$ cat src/rtl/fu_sched_pkg.sv
// Shared types, default latencies and the FU rotation helper for fu_issue_scheduler.
package fu_sched_pkg;

  localparam int NUM_FU      = 3;
  localparam int DEF_ALU_LAT = 1;
  localparam int DEF_LS_LAT  = 3;

  typedef logic [1:0] fu_id_t;

  function automatic fu_id_t fu_succ(input fu_id_t cur);
    return (cur == 2'd2) ? 2'd0 : cur + 2'd1;
  endfunction

  // Prefer the next FU, then the one after, then the current one; if none is ready, the next.
  function automatic fu_id_t next_fu(input fu_id_t cur, input logic [NUM_FU-1:0] ready);
    fu_id_t n1;
    fu_id_t n2;
    n1 = fu_succ(cur);
    n2 = fu_succ(n1);
    if (ready[n1])       return n1;
    else if (ready[n2])  return n2;
    else if (ready[cur]) return cur;
    else                 return n1;
  endfunction

endpackage

$ cat src/rtl/fu_busy_timer.sv
// Per-FU occupancy countdown: raises done one cycle per op, LAT cycles after the load edge.
module fu_busy_timer #(
  parameter int CNT_W = 3
) (
  input  logic             clk,
  input  logic             reset,
  input  logic             load,
  input  logic [CNT_W:0]   lat,
  input  logic             is_ls,
  output logic             busy,
  output logic             done,
  output logic             holds_ls
);

  logic [CNT_W-1:0] cnt;
  logic [CNT_W:0]   lat_m1;
  logic             done_q;
  logic             ls_q;

  assign lat_m1 = lat - 1'b1;

  // NOTE: state flops use non-blocking assignments so every flop samples pre-edge values.
  always_ff @(posedge clk or posedge reset) begin
    if (reset) begin
      cnt    <= '0;
      done_q <= 1'b0;
      ls_q   <= 1'b0;
    end else if (load) begin
      cnt    <= lat_m1[CNT_W-1:0];
      done_q <= (lat == (CNT_W+1)'(1));
      ls_q   <= is_ls;
    end else begin
      if (cnt != '0) cnt <= cnt - 1'b1;
      done_q <= (cnt == CNT_W'(1));
    end
  end

  assign busy     = (cnt != '0);
  assign done     = done_q;
  assign holds_ls = ls_q && busy;

endmodule

$ cat src/rtl/fu_issue_scheduler.sv
// FU issue scheduler: FU assignment at dispatch, per-FU occupancy, single LS port, error flag.
// Optional per-FU accepted-issue statistics are built when FU_SCHED_STATS_EN is defined.
module fu_issue_scheduler
  import fu_sched_pkg::*;
#(
  parameter int ALU_LAT = DEF_ALU_LAT,
  parameter int LS_LAT  = DEF_LS_LAT,
  parameter int CNT_W   = 3,
  parameter int STAT_W  = 16
) (
  input  logic              clk,
  input  logic              reset,
  input  logic              dispatch_valid,
  input  logic              issue_FU1_valid,
  input  logic              issue_FU2_valid,
  input  logic              issue_FU3_valid,
  input  logic              issue_0_is_LS,
  input  logic              issue_1_is_LS,
  input  logic              issue_2_is_LS,
  output logic [1:0]        FU_num,
  output logic              FU1_ready,
  output logic              FU2_ready,
  output logic              FU3_ready,
  output logic              ls_port_free,
  output logic [2:0]        fu_done,
  output logic              issue_err,
  output logic [STAT_W-1:0] stat_fu0,
  output logic [STAT_W-1:0] stat_fu1,
  output logic [STAT_W-1:0] stat_fu2
);

  localparam logic [CNT_W:0] ALU_L = (CNT_W+1)'(ALU_LAT);
  localparam logic [CNT_W:0] LS_L  = (CNT_W+1)'(LS_LAT);

  logic [NUM_FU-1:0] valid, is_ls, busy, done, holds_ls, ready, accept, reject;
  logic              ls_inflight;
  logic              ls_taken;
  fu_id_t            fu_num_q;

  assign valid = {issue_FU3_valid, issue_FU2_valid, issue_FU1_valid};
  assign is_ls = {issue_2_is_LS, issue_1_is_LS, issue_0_is_LS};

  for (genvar i = 0; i < NUM_FU; i++) begin : g_fu
    fu_busy_timer #(.CNT_W(CNT_W)) u_timer (
      .clk      (clk),
      .reset    (reset),
      .load     (accept[i]),
      .lat      (is_ls[i] ? LS_L : ALU_L),
      .is_ls    (is_ls[i]),
      .busy     (busy[i]),
      .done     (done[i]),
      .holds_ls (holds_ls[i])
    );
  end

  // The holder drops holds_ls in its completion cycle, so the port frees exactly as done fires.
  assign ls_inflight = |holds_ls;
  assign ready       = ~busy & {NUM_FU{!ls_inflight}};

  // NOTE: every always_comb output gets a default first so no latch is inferred.
  always_comb begin
    accept   = '0;
    ls_taken = 1'b0;
    for (int i = 0; i < NUM_FU; i++) begin
      if (valid[i] && ready[i] && !(is_ls[i] && ls_taken)) begin
        accept[i] = 1'b1;
        if (is_ls[i]) ls_taken = 1'b1;
      end
    end
  end

  assign reject = valid & ~accept;

  always_ff @(posedge clk or posedge reset) begin
    if (reset) begin
      fu_num_q  <= 2'd2;
      issue_err <= 1'b0;
    end else begin
      if (dispatch_valid) fu_num_q <= next_fu(fu_num_q, ready);
      if (|reject)        issue_err <= 1'b1;
    end
  end

  assign FU_num       = fu_num_q;
  assign FU1_ready    = ready[0];
  assign FU2_ready    = ready[1];
  assign FU3_ready    = ready[2];
  assign ls_port_free = !ls_inflight;
  assign fu_done      = done;

`ifdef FU_SCHED_STATS_EN
  logic [STAT_W-1:0] stat_q [NUM_FU];

  always_ff @(posedge clk or posedge reset) begin
    if (reset) begin
      for (int i = 0; i < NUM_FU; i++) stat_q[i] <= '0;
    end else begin
      for (int i = 0; i < NUM_FU; i++)
        if (accept[i] && (stat_q[i] != '1)) stat_q[i] <= stat_q[i] + 1'b1;
    end
  end

  assign stat_fu0 = stat_q[0];
  assign stat_fu1 = stat_q[1];
  assign stat_fu2 = stat_q[2];
`else
  assign stat_fu0 = '0;
  assign stat_fu1 = '0;
  assign stat_fu2 = '0;
`endif

endmodule

$ cat config.mk
export PLATFORM = sky130hd
export DESIGN_NAME = fu_issue_scheduler
export DESIGN_NICKNAME = d
export VERILOG_FILES = /design/src/rtl/fu_sched_pkg.sv /design/src/rtl/fu_busy_timer.sv /design/src/rtl/fu_issue_scheduler.sv
export SDC_FILE = /design/constraint.sdc
export NUM_CORES = 1
export LEC_CHECK = 0
export BUFFER_PORTS_ARGS = -buffer_cell sky130_fd_sc_hd__buf_2
export CORE_ASPECT_RATIO = 1.5
export CORE_MARGIN = 5
export CORE_UTILIZATION = 44
export CTS_CLUSTER_DIAMETER = 40
export DETAILED_ROUTE_END_ITERATION = 7
export GPL_ROUTABILITY_DRIVEN = 0
export PLACE_DENSITY = 0.77
export SKIP_CTS_REPAIR_TIMING = 1
export SYNTH_ARGS = -nofsm -noshare
export SYNTH_HDL_FRONTEND = slang
export SYNTH_HIERARCHICAL = 1
export SYNTH_SLANG_ARGS = --single-unit
$ cat constraint.sdc
create_clock -name clk -period 2.64 [get_ports clk]
set_input_delay 0.132 -clock clk [delete_from_list [all_inputs] [get_ports clk]]
set_output_delay 0.132 -clock clk [all_outputs]
set_load 0.01 [all_outputs]
Yosys cells after proc, flatten, opt, wreduce, memory -nomap -nowiden
Index checks and enable logic that the tools add are counted.
{ "word_totals": {"output_inout_bits": 58, "ramBits": 0, "n_memories": 0, "regBits": 18, "word_cells": 87, "inputBits": 9, "romBits": 0, "latchBits": 0} }
{ "op_classes": {"n_div": 0, "bitwise_logic": 4, "n_mul": 0, "eq_ne": 9, "n_reduce_logical": 22, "n_lt_le_gt_ge": 3, "mux": 30, "shift": 0, "n_addsub": 8} }
{ "ops": {"columns": ["operator", "count"], "rows": [
  ["2-to-1 mux 3 bit", 6],
  ["2-to-1 mux 2 bit", 8],
  ["2-to-1 mux 1 bit", 13],
  ["logical AND 1 bit", 10],
  ["== test 3 x 1 -> 1 bit (second input constant)", 3],
  ["less-than comparator 2 x 3 -> 1 bit (second input constant)", 3],
  ["nonzero test 3 bit", 3],
  ["subtractor 2 x 1 -> 3 bit (second input constant)", 3],
  ["subtractor 3 x 1 -> 3 bit (second input constant)", 3],
  ["bitwise AND 3 bit", 2],
  ["binary-select mux 1 bit (select 2 bit)", 3],
  ["== test 2 x 1 -> 1 bit (second input constant)", 3],
  ["NOT 3 bit", 2],
  ["nonzero test 2 bit", 3],
  ["OR reduction 3 bit", 2],
  ["adder 2 x 1 -> 2 bit (second input constant)", 2],
  ["== test 2 bit (second input constant)", 2],
  ["zero test 1 bit", 3],
  ["inequality test 3 bit (second input constant)", 1],
  ["AND reduction 2 bit", 1]
]} }

Depth between registers and ports, before layout
Gate-level depths: netlist (run 1).
{ "depth": {"ltp_word": 18, "mapped_depth": 11, "depth_no_buf": 9} }

Cells and area by module
The synthesis (run 1) kept the hierarchy.
{ "by_module_without_submodules": {"columns": ["mod", "cells_each", "area_per_inst_um2", "seq_area_each_um2", "n_inst"], "rows": [
  ["fu_busy_timer", 32, 335.3, 125.1, 3],
  ["fu_issue_scheduler", 88, 659.4, 76.3, 1]
]} }

Worst setup path before layout (run 1)
Ideal clock, no wire load.
{ "synth_path": {"kind": "flip-flop to flip-flop", "from": "register g_fu[2].u_timer.cnt[0]", "to": "register g_fu[2].u_timer.ls_q", "path_stages_with_launch": 10, "n_path_buf": 1, "path_slack_ns": 0.106, "period_less_slack_ns": 2.534, "t_required_ns": 2.515, "t_arrival_ns": 2.409, "setup_ns": 0.125, "path_cell_list": "dfrtp_1 > inv_1 > ha_1 > nand2b_4 > and2_2 > or4_2 > a21oi_1 > and2_1 > buf_2 > mux2_2"} }
{ "synth_via": {"elab_chain_len": 15, "word_cells_on_any_way": 19, "cone_classes": "4 x mux; 2 x bitwise; 13 x reduce/logical"} }
{ "synth_lines": {"columns": ["item", "line", "rtl"], "rows": [
  ["start, declared", "fu_busy_timer.sv:15", "logic [CNT_W-1:0] cnt;"],
  ["start signal, assigned", "fu_busy_timer.sv:29", "cnt <= lat_m1[CNT_W-1:0];"],
  ["start signal, assigned", "fu_busy_timer.sv:33", "if (cnt != '0) cnt <= cnt - 1'b1;"],
  ["nonzero test 3 bit (*)", "fu_busy_timer.sv:38", "assign busy = (cnt != '0);"],
  ["via busy[2]", "fu_issue_scheduler.sv:35", "logic [NUM_FU-1:0] valid, is_ls, busy, done, holds_ls, ready, accept, reject;"],
  ["logical AND 1 bit (*)", "fu_busy_timer.sv:40", "assign holds_ls = ls_q && busy;"],
  ["via holds_ls[2]", "fu_issue_scheduler.sv:35", null],
  ["OR reduction 3 bit (*)", "fu_issue_scheduler.sv:57", "assign ls_inflight = |holds_ls;"],
  ["zero test 1 bit (*)", "fu_issue_scheduler.sv:58", "assign ready = ~busy & {NUM_FU{!ls_inflight}};"],
  ["bitwise AND 3 bit (*)", "fu_issue_scheduler.sv:58", null],
  ["logical AND 1 bit", "fu_issue_scheduler.sv:65", "if (valid[i] && ready[i] && !(is_ls[i] && ls_taken)) begin"],
  ["[2 not listed]", null, null],
  ["zero test 1 bit", "fu_issue_scheduler.sv:65", null],
  ["logical AND 1 bit", "fu_issue_scheduler.sv:65", null],
  ["2-to-1 mux 1 bit", "fu_issue_scheduler.sv:65", null],
  ["logical AND 1 bit", "fu_issue_scheduler.sv:65", null],
  ["zero test 1 bit", "fu_issue_scheduler.sv:65", null],
  ["logical AND 1 bit (*)", "fu_issue_scheduler.sv:65", null],
  ["2-to-1 mux 1 bit (*)", "fu_issue_scheduler.sv:65", null],
  ["via accept[2]", "fu_issue_scheduler.sv:35", null],
  ["end signal, assigned", "fu_busy_timer.sv:31", "ls_q <= is_ls;"],
  ["end, declared", "fu_busy_timer.sv:18", "logic ls_q;"]
]} }
Mark *: on every way through the listed nets, which the timed path passes. The rest lies on a longest branch.
A chain may end at the register's enable or synchronous reset.

Worst setup path after layout (run 1)
Ends and elaborated chain as after synthesis.

==> impl_metrics.env, run 1 <==
export IMPL_syn_to_final_growth_pct=5.64
export IMPL_worstSetupPathType="flip-flop to flip-flop"
export IMPL_synth_area_leader_cell="dfrtp_1"
export IMPL_h_tree_depth=1
export IMPL_dieHeight_um=85.3
export IMPL_max_cap_violations=0
export IMPL_clk_pin_slew_ns=0.07
export IMPL_cp_num_cells=8
export IMPL_finalCritPeriodShare_pct=96.4
export IMPL_antenna_found_initial=0
export IMPL_cp_endpoint="g_fu[2].u_timer/ls_q$_DFFE_PP0P_"
export IMPL_yosysUniqueCellTypes=36
export IMPL_hold_class="input port to flip-flop"
export IMPL_overflow=0
export IMPL_max_slew_worst_pin_slew_ns=0.614
export IMPL_dr_pass1_iters=4
export IMPL_clockBufferDepth=2
export IMPL_cp_buffers_inverters=1
export IMPL_grt_setup_unrepaired="no"
export IMPL_synth_edff_count=0
export IMPL_clock_skew_ns=0.00121
export IMPL_yosysSeqAreaShare_pct=27.1
export IMPL_synthMostInstantiatedCell="buf_4"
export IMPL_yosys_warnings=6
export IMPL_cts_buffers=3
export IMPL_cts_sinks=18
export IMPL_finalMaxSlewViolations=0
export IMPL_wire_per_inst_um=10.1
export IMPL_cts_tree="done"
export IMPL_root_buffer="clkbuf_8"
export IMPL_critPathLaunchType="flip-flop"
export IMPL_tns_ns=0
export IMPL_pin_count=67
export IMPL_r2r_start="g_fu[2].u_timer/cnt[0]$_DFFE_PP0P_"
export IMPL_maxSlewHeadroom_pct=58.7
export IMPL_fp_dieW_um=60.2
export IMPL_syn_inst=184
export IMPL_cp_startpoint="g_fu[2].u_timer/cnt[0]$_DFFE_PP0P_"
export IMPL_min_period_ns=2.55
export IMPL_port_buffers=18
export IMPL_p_sw_share_pct=39.0
export IMPL_r2r_end="g_fu[2].u_timer/ls_q$_DFFE_PP0P_"
export IMPL_drive_above_1_share_pct=17.1
export IMPL_crit_arrival_ns=2.68
export IMPL_num_rows=27
export IMPL_syn_area_um2=1670
export IMPL_async_flop_share_pct=100
export IMPL_switchingPower_w=0.000605
export IMPL_finalHoldViolations=0
export IMPL_first_iter_violations=14
export IMPL_power_share_clock_pct=14.3
export IMPL_grt_pass1_wl_um=4230
export IMPL_grt_max_degree=11
export IMPL_cp_cell_sequence="inv_1, ha_1, nand2b_4, and2_2, or4_2, a21oi_1, and2_4, mux2_2"
export IMPL_min_from="issue_0_is_LS"
export IMPL_ys_ff_latch=18
export IMPL_reg2reg_depth=8
export IMPL_p_total_w=0.00155
export IMPL_p_comb_share_pct=53.3
export IMPL_postRouteAntennaNets=0
export IMPL_required_ns=2.78
export IMPL_diodes=0
export IMPL_dp_hpwl_um=2340
export IMPL_grt_total_usage_pct=10.5
export IMPL_synthTopCellsByArea="dfrtp_1, buf_4, ha_1"
export IMPL_avgViaCountPerCell=4.27
export IMPL_status="finished clean"
export IMPL_setup_violations=0
export IMPL_internal_power_w=0.000947
export IMPL_power_density_nw_per_um2=882
export IMPL_synth_area_per_cell_um2=9.05
export IMPL_critPathMaxStageDelay_ns=0.73
export IMPL_drc_errors=0
export IMPL_coreArea_um2=3680
export IMPL_worstSetupEndpointType="flip-flop"
export IMPL_finalNetCount=247
export IMPL_insertion_delay_ns=0.25
export IMPL_crit_family="simple AND/OR/NAND/NOR gates"
export IMPL_synth_top_area_share_pct=25.5
export IMPL_peakVddDrop_uv=488
export IMPL_crit_fanout=5
export IMPL_leakagePower_nw=1.04
export IMPL_synth_ff_type="dfrtp_1"
export IMPL_grt_pass1_vias=1014
export IMPL_totalWireLength_um=2670
export IMPL_num_vias=1131
export IMPL_max_freq_mhz=393
export IMPL_seqPwrFrac_pct=32.4
export IMPL_cpMaxStageDelayCell="or4_2"
export IMPL_start_util_pct=45.2
export IMPL_synth_common_cells="buf_4, inv_1, dfrtp_1"
export IMPL_reg2reg_setup_slack_ns=0.09
export IMPL_dieArea_um2=5140
==> worst min path at each step <==
stage,to,cells after the start
floorplan,FU_num[0]$_DFFE_PP0P_,1
global placement,issue_err$_DFFE_PP0P_,2
detailed placement,issue_err$_DFFE_PP0P_,2
CTS,issue_err$_DFFE_PP0P_,2
global route,g_fu[0].u_timer/ls_q$_DFFE_PP0P_,2
finish,g_fu[0].u_timer/ls_q$_DFFE_PP0P_,2
==> cell families after synthesis <==
kind of cell	count (synthesis)	share of synthesized area, %
AO/OA/AOI/OAI	20	8.26
flip-flops	18	27.1
XOR/XNOR	6	3.16
other	2	0.451
multiplexers	12	7.44
AND/OR/NAND/NOR	37	14.5
buffers and inverters	74	27.8
adder cells (fa/ha/maj)	15	11.3
==> layout make-up <==
cell class | instances | area, um2
Fill cell | 387 | 1920
Timing Repair Buffer | 22 | 123
Multi-Input combinational cell | 156 | 993
Inverter | 22 | 82.6
Sequential cell | 18 | 452
Tap cell | 43 | 53.8
Clock buffer | 4 | 55.1
==> worst reg2reg max path, stage by stage (launching register included) <==
cell	delay (ns)
dfrtp_1	0.40
inv_1	0.09
ha_1	0.21
nand2b_4	0.09
and2_2	0.21
or4_2	0.73
a21oi_1	0.19
and2_4	0.18
mux2_2	0.33
==> power by group through the flow <==
| stage | clock [W] | combinational, W | sequential, W |
|---|---|---|---|
| after detailed placement | 0 | 0.000833 | 0.000506 |
| after global routing | 0.000245 | 0.000940 | 0.000520 |
| after global placement | 0 | 0.000801 | 0.000501 |
| after CTS | 0.000232 | 0.000837 | 0.000502 |
| final | 0.000222 | 0.000827 | 0.000502 |
| after floorplan | 0 | 0.000691 | 0.000504 |
==> per-stage QoR <==
step / cell area, um2 / setup WS, ns / hold WS, ns / std cells / utilization, %
3_3_place_gp: 1690 / 0.153 / 0.0402 / 260 / 45.9
6_report: 1760 / 0.0943 / 0.144 / 265 / 47.8
3_5_place_dp: 1690 / 0.0951 / 0.0402 / 260 / 45.9
5_1_grt: 1760 / 0.00109 / 0.151 / 265 / 47.8
2_1_floorplan: 1910 / 0.106 / -0.115 / 248 / -
4_1_cts: 1750 / 0.0676 / -0.237 / 264 / 47.4
==> registers in the layout, indices dropped and copies added, names as in the netlist <==
| register | flops |
|---|---|
| g_fu.u_timer/cnt | 9 |
| g_fu.u_timer/done | 3 |
| g_fu.u_timer/ls_q | 3 |
| FU_num | 2 |
| issue_err | 1 |
==> layer usage <==
layer	vias up	GRT usage [%]	part of all wire, %
met5	-	0	0
met4	0	4.03	1.2
met3	4	1.98	11
met2	55	18.1	49
met1	513	12.4	39
li1	559	-	-
==> cells in the final DEF, fill, tap and decap left out, drive strengths merged, types with 5 or more instances in the layout <==
master  netlist  final
a21oi         5      5
inv          22     22
conb          2     66
nand2         8      8
dfrtp        17     17
ha           15     15
nor2          6      6
mux2i         9      9
and2          5      5
buf          52     21
Note: power is estimated with default switching activity, not from simulation.
==> run 2: changes to the inputs <==
--- a/config.mk
+++ b/config.mk
@@ -8,13 +8,12 @@
 export BUFFER_PORTS_ARGS = -buffer_cell sky130_fd_sc_hd__buf_2
 export CORE_ASPECT_RATIO = 1.5
 export CORE_MARGIN = 5
-export CORE_UTILIZATION = 44
+export CORE_UTILIZATION = 43
 export CTS_CLUSTER_DIAMETER = 40
 export DETAILED_ROUTE_END_ITERATION = 7
 export GPL_ROUTABILITY_DRIVEN = 0
-export PLACE_DENSITY = 0.77
+export PLACE_DENSITY = 0.76
 export SKIP_CTS_REPAIR_TIMING = 1
 export SYNTH_ARGS = -nofsm -noshare
 export SYNTH_HDL_FRONTEND = slang
-export SYNTH_HIERARCHICAL = 1
 export SYNTH_SLANG_ARGS = --single-unit
==> constraint.sdc (replaced) <==
create_clock -name clk -period 2.64 [get_ports clk]
set_input_delay 0.132 -clock clk [delete_from_list [all_inputs] [get_ports clk]]
set_output_delay 0.132 -clock clk [all_outputs]
set_load 0.02 [all_outputs]
==> impl_metrics.env, run 2 <==
export IMPL_switchingPower_w=0.000762
export IMPL_port_buffers=18
export IMPL_max_cap_violations=0
export IMPL_setup_violations=0
export IMPL_hold_class="input port to asynchronous set/reset pin"
export IMPL_yosysSeqAreaShare_pct=29.4
export IMPL_ys_ff_latch=18
export IMPL_cp_buffers_inverters=2
export IMPL_crit_family="compound AO/OA/AOI/OAI gates"
export IMPL_internal_power_w=0.000917
export IMPL_yosys_area_share_simple_pct=12.6
export IMPL_final_common_cell="conb_1"
export IMPL_syn_inst=163
export IMPL_tns_ns=0
export IMPL_dieHeight_um=83.2
export IMPL_finalNetCount=200
export IMPL_whs_ns=-0.0134
export IMPL_clockBufferDepth=2
export IMPL_max_freq_mhz=457
export IMPL_drive_above_1_share_pct=17.1
export IMPL_dr_pass1_iters=4
export IMPL_p_total_w=0.00168
export IMPL_syn_area_um2=1540
export IMPL_coreArea_um2=3420
export IMPL_grt_pass1_wl_um=4370
export IMPL_power_share_clock_pct=12.0
export IMPL_wire_per_inst_um=12.0
export IMPL_dieArea_um2=4890
export IMPL_status="finished with violations"
export IMPL_top_register="g_fu.u_timer.cnt"
export IMPL_insertion_delay_ns=0.25
export IMPL_worstSetupEndpointType="flip-flop"
export IMPL_totalWireLength_um=2670
export IMPL_antenna_found_initial=0
export IMPL_cts_tree="done"
export IMPL_min_period_ns=2.19
export IMPL_finalCritPeriodShare_pct=82.9
export IMPL_synth_compound_area_share_pct=15.6
export IMPL_synth_area_leader_cell="dfrtp_1"
export IMPL_synth_edff_count=0
export IMPL_required_ns=2.81
export IMPL_grt_pass1_vias=994
export IMPL_synth_area_per_cell_um2=9.42
export IMPL_num_vias=1076
export IMPL_num_fill_cells=354
export IMPL_finalHoldViolations=17
export IMPL_synthMostInstantiatedCell="buf_4"
export IMPL_critPathLaunchType="flip-flop"
export IMPL_synth_adder_area_share_pct=7.33
export IMPL_critPathMaxStageDelay_ns=0.60
export IMPL_synth_top_area_share_pct=27.7
export IMPL_seqPwrFrac_pct=32.0
export IMPL_async_flop_share_pct=100
export IMPL_worstSetupPathType="flip-flop to flip-flop"
export IMPL_seq_area_um2=452
export IMPL_failed_checks="negative hold slack"
export IMPL_finalMaxSlewViolations=0
export IMPL_h_tree_depth=1
export IMPL_synthTopCellsByArea="dfrtp_1, buf_4, ha_1"
export IMPL_grt_total_usage_pct=11.2
export IMPL_grt_setup_unrepaired="no"
export IMPL_multiInputGateArea_um2=810
export IMPL_grt_max_degree=19
export IMPL_leakagePower_nw=0.784
export IMPL_yosysUniqueCellTypes=47
export IMPL_clock_skew_ns=0.00104
export IMPL_first_iter_violations=22
export IMPL_synthXorXnorAreaFrac_pct=0.570
export IMPL_synth_top_family_by_area="buffers and inverters"
export IMPL_synth_ff_type="dfrtp_1"
export IMPL_avgViaCountPerCell=4.83
export IMPL_diodes=0
export IMPL_cp_cell_sequence="inv_1, ha_1, nand2b_1, buf_4, a2111oi_0, a41oi_1, o221ai_1"
export IMPL_maxSlewHeadroom_pct=51.9
export IMPL_final_cell_mix="conb_1, buf_2, dfrtp_1"
export IMPL_clk_pin_slew_ns=0.07
export IMPL_cts_buffers=3
export IMPL_yosys_warnings=0
export IMPL_pin_count=67
export IMPL_crit_fanout=8
export IMPL_num_rows=26
export IMPL_p_sw_share_pct=45.4
export IMPL_synthMuxAreaShare_pct=4.97
export IMPL_max_slew_worst_pin_slew_ns=0.721
export IMPL_cpMaxStageDelayCell="a2111oi_0"
export IMPL_peakVddDrop_uv=450
export IMPL_root_buffer="clkbuf_8"
export IMPL_syn_to_final_growth_pct=-1.22
export IMPL_fp_dieW_um=58.8
export IMPL_dp_hpwl_um=2170
export IMPL_overflow=0
export IMPL_p_comb_share_pct=56.1
export IMPL_start_util_pct=44.9
export IMPL_synth_common_cells="buf_4, dfrtp_1, inv_1"
export IMPL_largest_reg_flops=9
export IMPL_power_density_nw_per_um2=1110
export IMPL_cts_sinks=18
export IMPL_crit_arrival_ns=2.36
export IMPL_postRouteAntennaNets=0
export IMPL_drc_errors=0
==> run 2: cells by family after synthesis <==
logic type / after synthesis
AOI/OAI and AO/OA: 30
xor gates and xnor gates: 1
adders and majority gates: 9
buffers and inverters: 66
DFF: 18
muxes: 7
other: 1
and+or+nand+nor: 31
==> run 2: layer usage <==
| metal | up-vias | GRT usage, % | wire length, um |
|---|---|---|---|
| met1 | 507 | 13.0 | 992 |
| met5 | - | 0 | 0 |
| met2 | 57 | 18.7 | 1310 |
| met4 | 0 | 5.77 | 44 |
| met3 | 4 | 2.02 | 322 |
| li1 | 508 | - | - |
==> run 2: area by class of cell <==
class	count	area share, %
repair buffers	21	7.43
multi-input cells	126	53.4
well taps	42	3.47
flip-flops and latches	18	29.8
clock buffers	4	2.97
inverters	12	2.97
==> run 2: worst register-to-register path, delay by kind of cell (launching register included) <==
| family | cells | cell delay [ns] |
|---|---|---|
| simple gates | 1 | 0.17 |
| flops | 1 | 0.36 |
| compound gates | 3 | 0.99 |
| fa+ha+maj | 1 | 0.26 |
| buf+inv | 2 | 0.33 |
==> run 2: power by group through the flow <==
stage	Clock, W	Combinational [W]	Sequential, W
4_1_cts	0.000207	0.000950	0.000537
2_1_floorplan	0	0.000816	0.000533
3_3_place_gp	0	0.000933	0.000539
3_5_place_dp	0	0.000947	0.000543
5_1_grt	0.000215	0.00107	0.000562
6_report	0.000201	0.000941	0.000537
==> run 2: stage by stage <==
step	instances	cell area (um2)	utilization, %	worst slack, ns
6_report	223	1520	44.4	0.453
4_1_cts	223	1520	44.4	0.452
5_1_grt	223	1520	44.4	0.0756
3_3_place_gp	219	1470	43.1	0.614
2_1_floorplan	210	1710	-	0.514
3_5_place_dp	219	1470	43.1	0.485
==> run 2: final timing paths <==
check / start / endpoint / slack [ns] / cells after the start
min in group clk: issue_2_is_LS / g_fu[2].u_timer.done$_DFF_PP0_ / 0.09 / 2
max in group asynchronous: reset / g_fu[0].u_timer.cnt[2]$_DFFE_PP0P_ / 2.20 / 2
worst max-delay path: g_fu[0].u_timer.cnt[1]$_DFFE_PP0P_ / FU_num[1]$_DFFE_PP1P_ / 0.45 / 7
worst min register to register: g_fu[0].u_timer.cnt[2]$_DFFE_PP0P_ / g_fu[0].u_timer.done$_DFF_PP0_ / 0.53 / 1
worst min-delay path: reset / g_fu[1].u_timer.done$_DFF_PP0_ / -0.01 / 2
worst max register to register: g_fu[0].u_timer.cnt[1]$_DFFE_PP0P_ / FU_num[1]$_DFFE_PP1P_ / 0.45 / 7
==> run 3: changes to the inputs <==
--- a/config.mk
+++ b/config.mk
@@ -5,10 +5,11 @@
 export SDC_FILE = /design/constraint.sdc
 export NUM_CORES = 1
 export LEC_CHECK = 0
+export ABC_AREA = 1
 export BUFFER_PORTS_ARGS = -buffer_cell sky130_fd_sc_hd__buf_2
 export CORE_ASPECT_RATIO = 1.5
 export CORE_MARGIN = 5
-export CORE_UTILIZATION = 43
+export CORE_UTILIZATION = 45
 export CTS_CLUSTER_DIAMETER = 40
 export DETAILED_ROUTE_END_ITERATION = 7
 export GPL_ROUTABILITY_DRIVEN = 0
==> constraint.sdc (replaced) <==
create_clock -name clk -period 2.2 [get_ports clk]
set_input_delay 0.11 -clock clk [delete_from_list [all_inputs] [get_ports clk]]
set_output_delay 0.11 -clock clk [all_outputs]
set_load 0.02 [all_outputs]
==> impl_metrics.env, run 3 <==
export IMPL_power_density_nw_per_um2=1350
export IMPL_h_tree_depth=1
export IMPL_reg2reg_depth=11
export IMPL_crit_family="simple AND/OR/NAND/NOR gates"
export IMPL_status="finished with violations"
export IMPL_critPathMaxStageDelay_ns=0.39
export IMPL_finalHoldViolations=17
export IMPL_grt_pass1_vias=1002
export IMPL_reg2reg_setup_slack_ns=0.37
export IMPL_num_fill_cells=331
export IMPL_fp_dieW_um=58.2
export IMPL_ys_ff_latch=18
export IMPL_cp_buffers_inverters=2
export IMPL_start_util_pct=46.3
export IMPL_peakVddDrop_uv=653
export IMPL_setup_violations=0
export IMPL_dp_hpwl_um=2190
export IMPL_r2r_start="g_fu[0].u_timer.cnt[0]$_DFFE_PP0P_"
export IMPL_synthMostInstantiatedCell="buf_4"
export IMPL_r2r_end="g_fu[1].u_timer.cnt[1]$_DFFE_PP0P_"
export IMPL_synthTopCellsByArea="dfrtp_1, buf_4, nand2_1"
export IMPL_port_buffers=18
export IMPL_clk_pin_slew_ns=0.07
export IMPL_first_iter_violations=26
export IMPL_yosys_warnings=0
export IMPL_min_period_ns=1.83
export IMPL_synth_top_area_share_pct=27.2
export IMPL_dp_cells=250
export IMPL_syn_area_um2=1570
export IMPL_wire_per_inst_um=10.2
export IMPL_max_freq_mhz=547
export IMPL_leakagePower_nw=0.904
export IMPL_finalCritPeriodShare_pct=83.2
export IMPL_synth_edff_count=0
export IMPL_root_buffer="clkbuf_8"
export IMPL_finalNetCount=231
export IMPL_pin_count=67
export IMPL_grt_pass1_wl_um=4080
export IMPL_synth_area_leader_cell="dfrtp_1"
export IMPL_num_vias=1100
export IMPL_grt_max_degree=19
export IMPL_crit_fanout=6
export IMPL_whs_ns=-0.0442
export IMPL_grt_total_usage_pct=11.1
export IMPL_grt_setup_unrepaired="no"
export IMPL_maxSlewHeadroom_pct=53.3
export IMPL_worstSetupEndpointType="flip-flop"
export IMPL_largest_reg_flops=9
export IMPL_final_common_cell="conb_1"
export IMPL_cts_tree="done"
export IMPL_crit_arrival_ns=1.97
export IMPL_required_ns=2.34
export IMPL_cts_sinks=18
export IMPL_dr_pass1_iters=4
export IMPL_insertion_delay_ns=0.25
export IMPL_top_register="g_fu.u_timer.cnt"
export IMPL_synth_area_per_cell_um2=8.07
export IMPL_failed_checks="negative hold slack"
export IMPL_overflow=0
export IMPL_syn_to_final_growth_pct=-0.560
export IMPL_yosysUniqueCellTypes=28
export IMPL_cp_cell_sequence="inv_1, ha_1, nand2_4, nand2_4, nand3_4, nor2_4, nand3_4, o21ai_4, inv_2, nand2_2, o211ai_1"
export IMPL_placed_area_um2=1500
export IMPL_antenna_found_initial=0
export IMPL_critPathLaunchType="flip-flop"
export IMPL_final_cell_mix="conb_1, nand2_1, inv_1"
export IMPL_synth_common_cells="buf_4, nand2_1, inv_1"
export IMPL_coreArea_um2=3380
export IMPL_synth_ff_type="dfrtp_1"
export IMPL_num_rows=26
export IMPL_clock_skew_ns=0.00393
export IMPL_hold_class="input port to asynchronous set/reset pin"
export IMPL_max_slew_worst_pin_slew_ns=0.700
export IMPL_postRouteAntennaNets=0
export IMPL_cpMaxStageDelayCell="dfrtp_1"
export IMPL_tns_ns=0
export IMPL_final_area_um2=1560
export IMPL_avgViaCountPerCell=4.33
export IMPL_clockBufferDepth=2
export IMPL_yosysSeqAreaShare_pct=28.9
export IMPL_syn_inst=194
export IMPL_drive_above_1_share_pct=23.6
export IMPL_max_cap_violations=0
export IMPL_dieHeight_um=82.2
export IMPL_dieArea_um2=4780
export IMPL_cts_buffers=3
export IMPL_diodes=0
export IMPL_worstSetupPathType="flip-flop to flip-flop"
export IMPL_async_flop_share_pct=100
export IMPL_totalWireLength_um=2600
export IMPL_finalMaxSlewViolations=0
export IMPL_drc_errors=0
export IMPL_final_cells=254
run 3: cell count changes after synthesis, moves of 4 or more:
cell,before,now
nand2b_1,4,0
inv_1,12,19
o21ai_0,0,8
nand2_1,6,32
nand2_2,0,5
a31oi_1,4,0
a21oi_1,1,5
nand2_4,0,5
nand3_1,1,11
inv_2,0,6
run 3: worst max-delay path by stage:
| stage | cells after the start | slack, ns | start | to |
|---|---|---|---|---|
| finish | 11 | 0.37 | g_fu[0].u_timer.cnt[0]$_DFFE_PP0P_ | g_fu[1].u_timer.cnt[1]$_DFFE_PP0P_ |
| global route | 13 | 0.15 | g_fu[2].u_timer.cnt[1]$_DFFE_PP0P_ | FU_num[0]$_DFFE_PP0P_ |
| CTS | 11 | 0.35 | g_fu[0].u_timer.cnt[0]$_DFFE_PP0P_ | g_fu[1].u_timer.cnt[1]$_DFFE_PP0P_ |
| detailed placement | 11 | 0.37 | g_fu[0].u_timer.cnt[0]$_DFFE_PP0P_ | g_fu[1].u_timer.cnt[1]$_DFFE_PP0P_ |
| global placement | 11 | 0.40 | g_fu[0].u_timer.cnt[0]$_DFFE_PP0P_ | g_fu[1].u_timer.cnt[1]$_DFFE_PP0P_ |
| floorplan | 11 | 0.44 | g_fu[2].u_timer.cnt[0]$_DFFE_PP0P_ | g_fu[1].u_timer.cnt[1]$_DFFE_PP0P_ |
run 3: per-layer routing:
metal / GRT usage, % / up-vias / wire length, um
met5: 0 / - / 0
met4: 6.03 / 0 / 39
met3: 2.49 / 6 / 312
met2: 19.9 / 58 / 1310
met1: 12.1 / 495 / 941
li1: - / 541 / -
run 3: cell families after synthesis:
| family | synth area share (%) |
|---|---|
| other cells | 0.240 |
| simple gates | 25.1 |
| flops | 28.9 |
| buf+inv | 30.5 |
| compound gates | 8.15 |
| fa+ha+maj | 7.19 |
run 3: worst reg2reg max path: stages (launching register included):
cell	delay [ns]
dfrtp_1	0.39
inv_1	0.11
ha_1	0.21
nand2_4	0.10
nand2_4	0.09
nand3_4	0.11
nor2_4	0.16
nand3_4	0.12
o21ai_4	0.21
inv_2	0.07
nand2_2	0.07
o211ai_1	0.08
run 3: final cells by class:
| cell class | count | area (um2) | share of cell area (%) |
|---|---|---|---|
| Clock buffer | 4 | 55.1 | 3.54 |
| Inverter | 25 | 93.8 | 6.03 |
| Multi-Input combinational cell | 147 | 813 | 52.3 |
| Sequential cell | 18 | 452 | 29.0 |
| Tap cell | 42 | 52.6 | 3.38 |
| Timing Repair Buffer | 18 | 90.1 | 5.79 |
run 3: through the flow:
stage	util, %	setup slack [ns]	total power [W]
2_1_floorplan	-	0.436	0.00169
3_3_place_gp	44.4	0.396	0.00181
3_5_place_dp	44.4	0.365	0.00185
4_1_cts	46.0	0.350	0.00213
5_1_grt	46.0	0.146	0.00232
6_report	46.0	0.370	0.00210
run 3: power breakdown:
| group | internal, W | leakage [nW] | total (W) | switching [W] |
|---|---|---|---|---|
| sequential | 0.000498 | 0.216 | 0.000602 | 0.000104 |
| combinational | 0.000423 | 0.660 | 0.00123 | 0.000809 |
| clock | 0.000159 | 0.0288 | 0.000271 | 0.000112 |
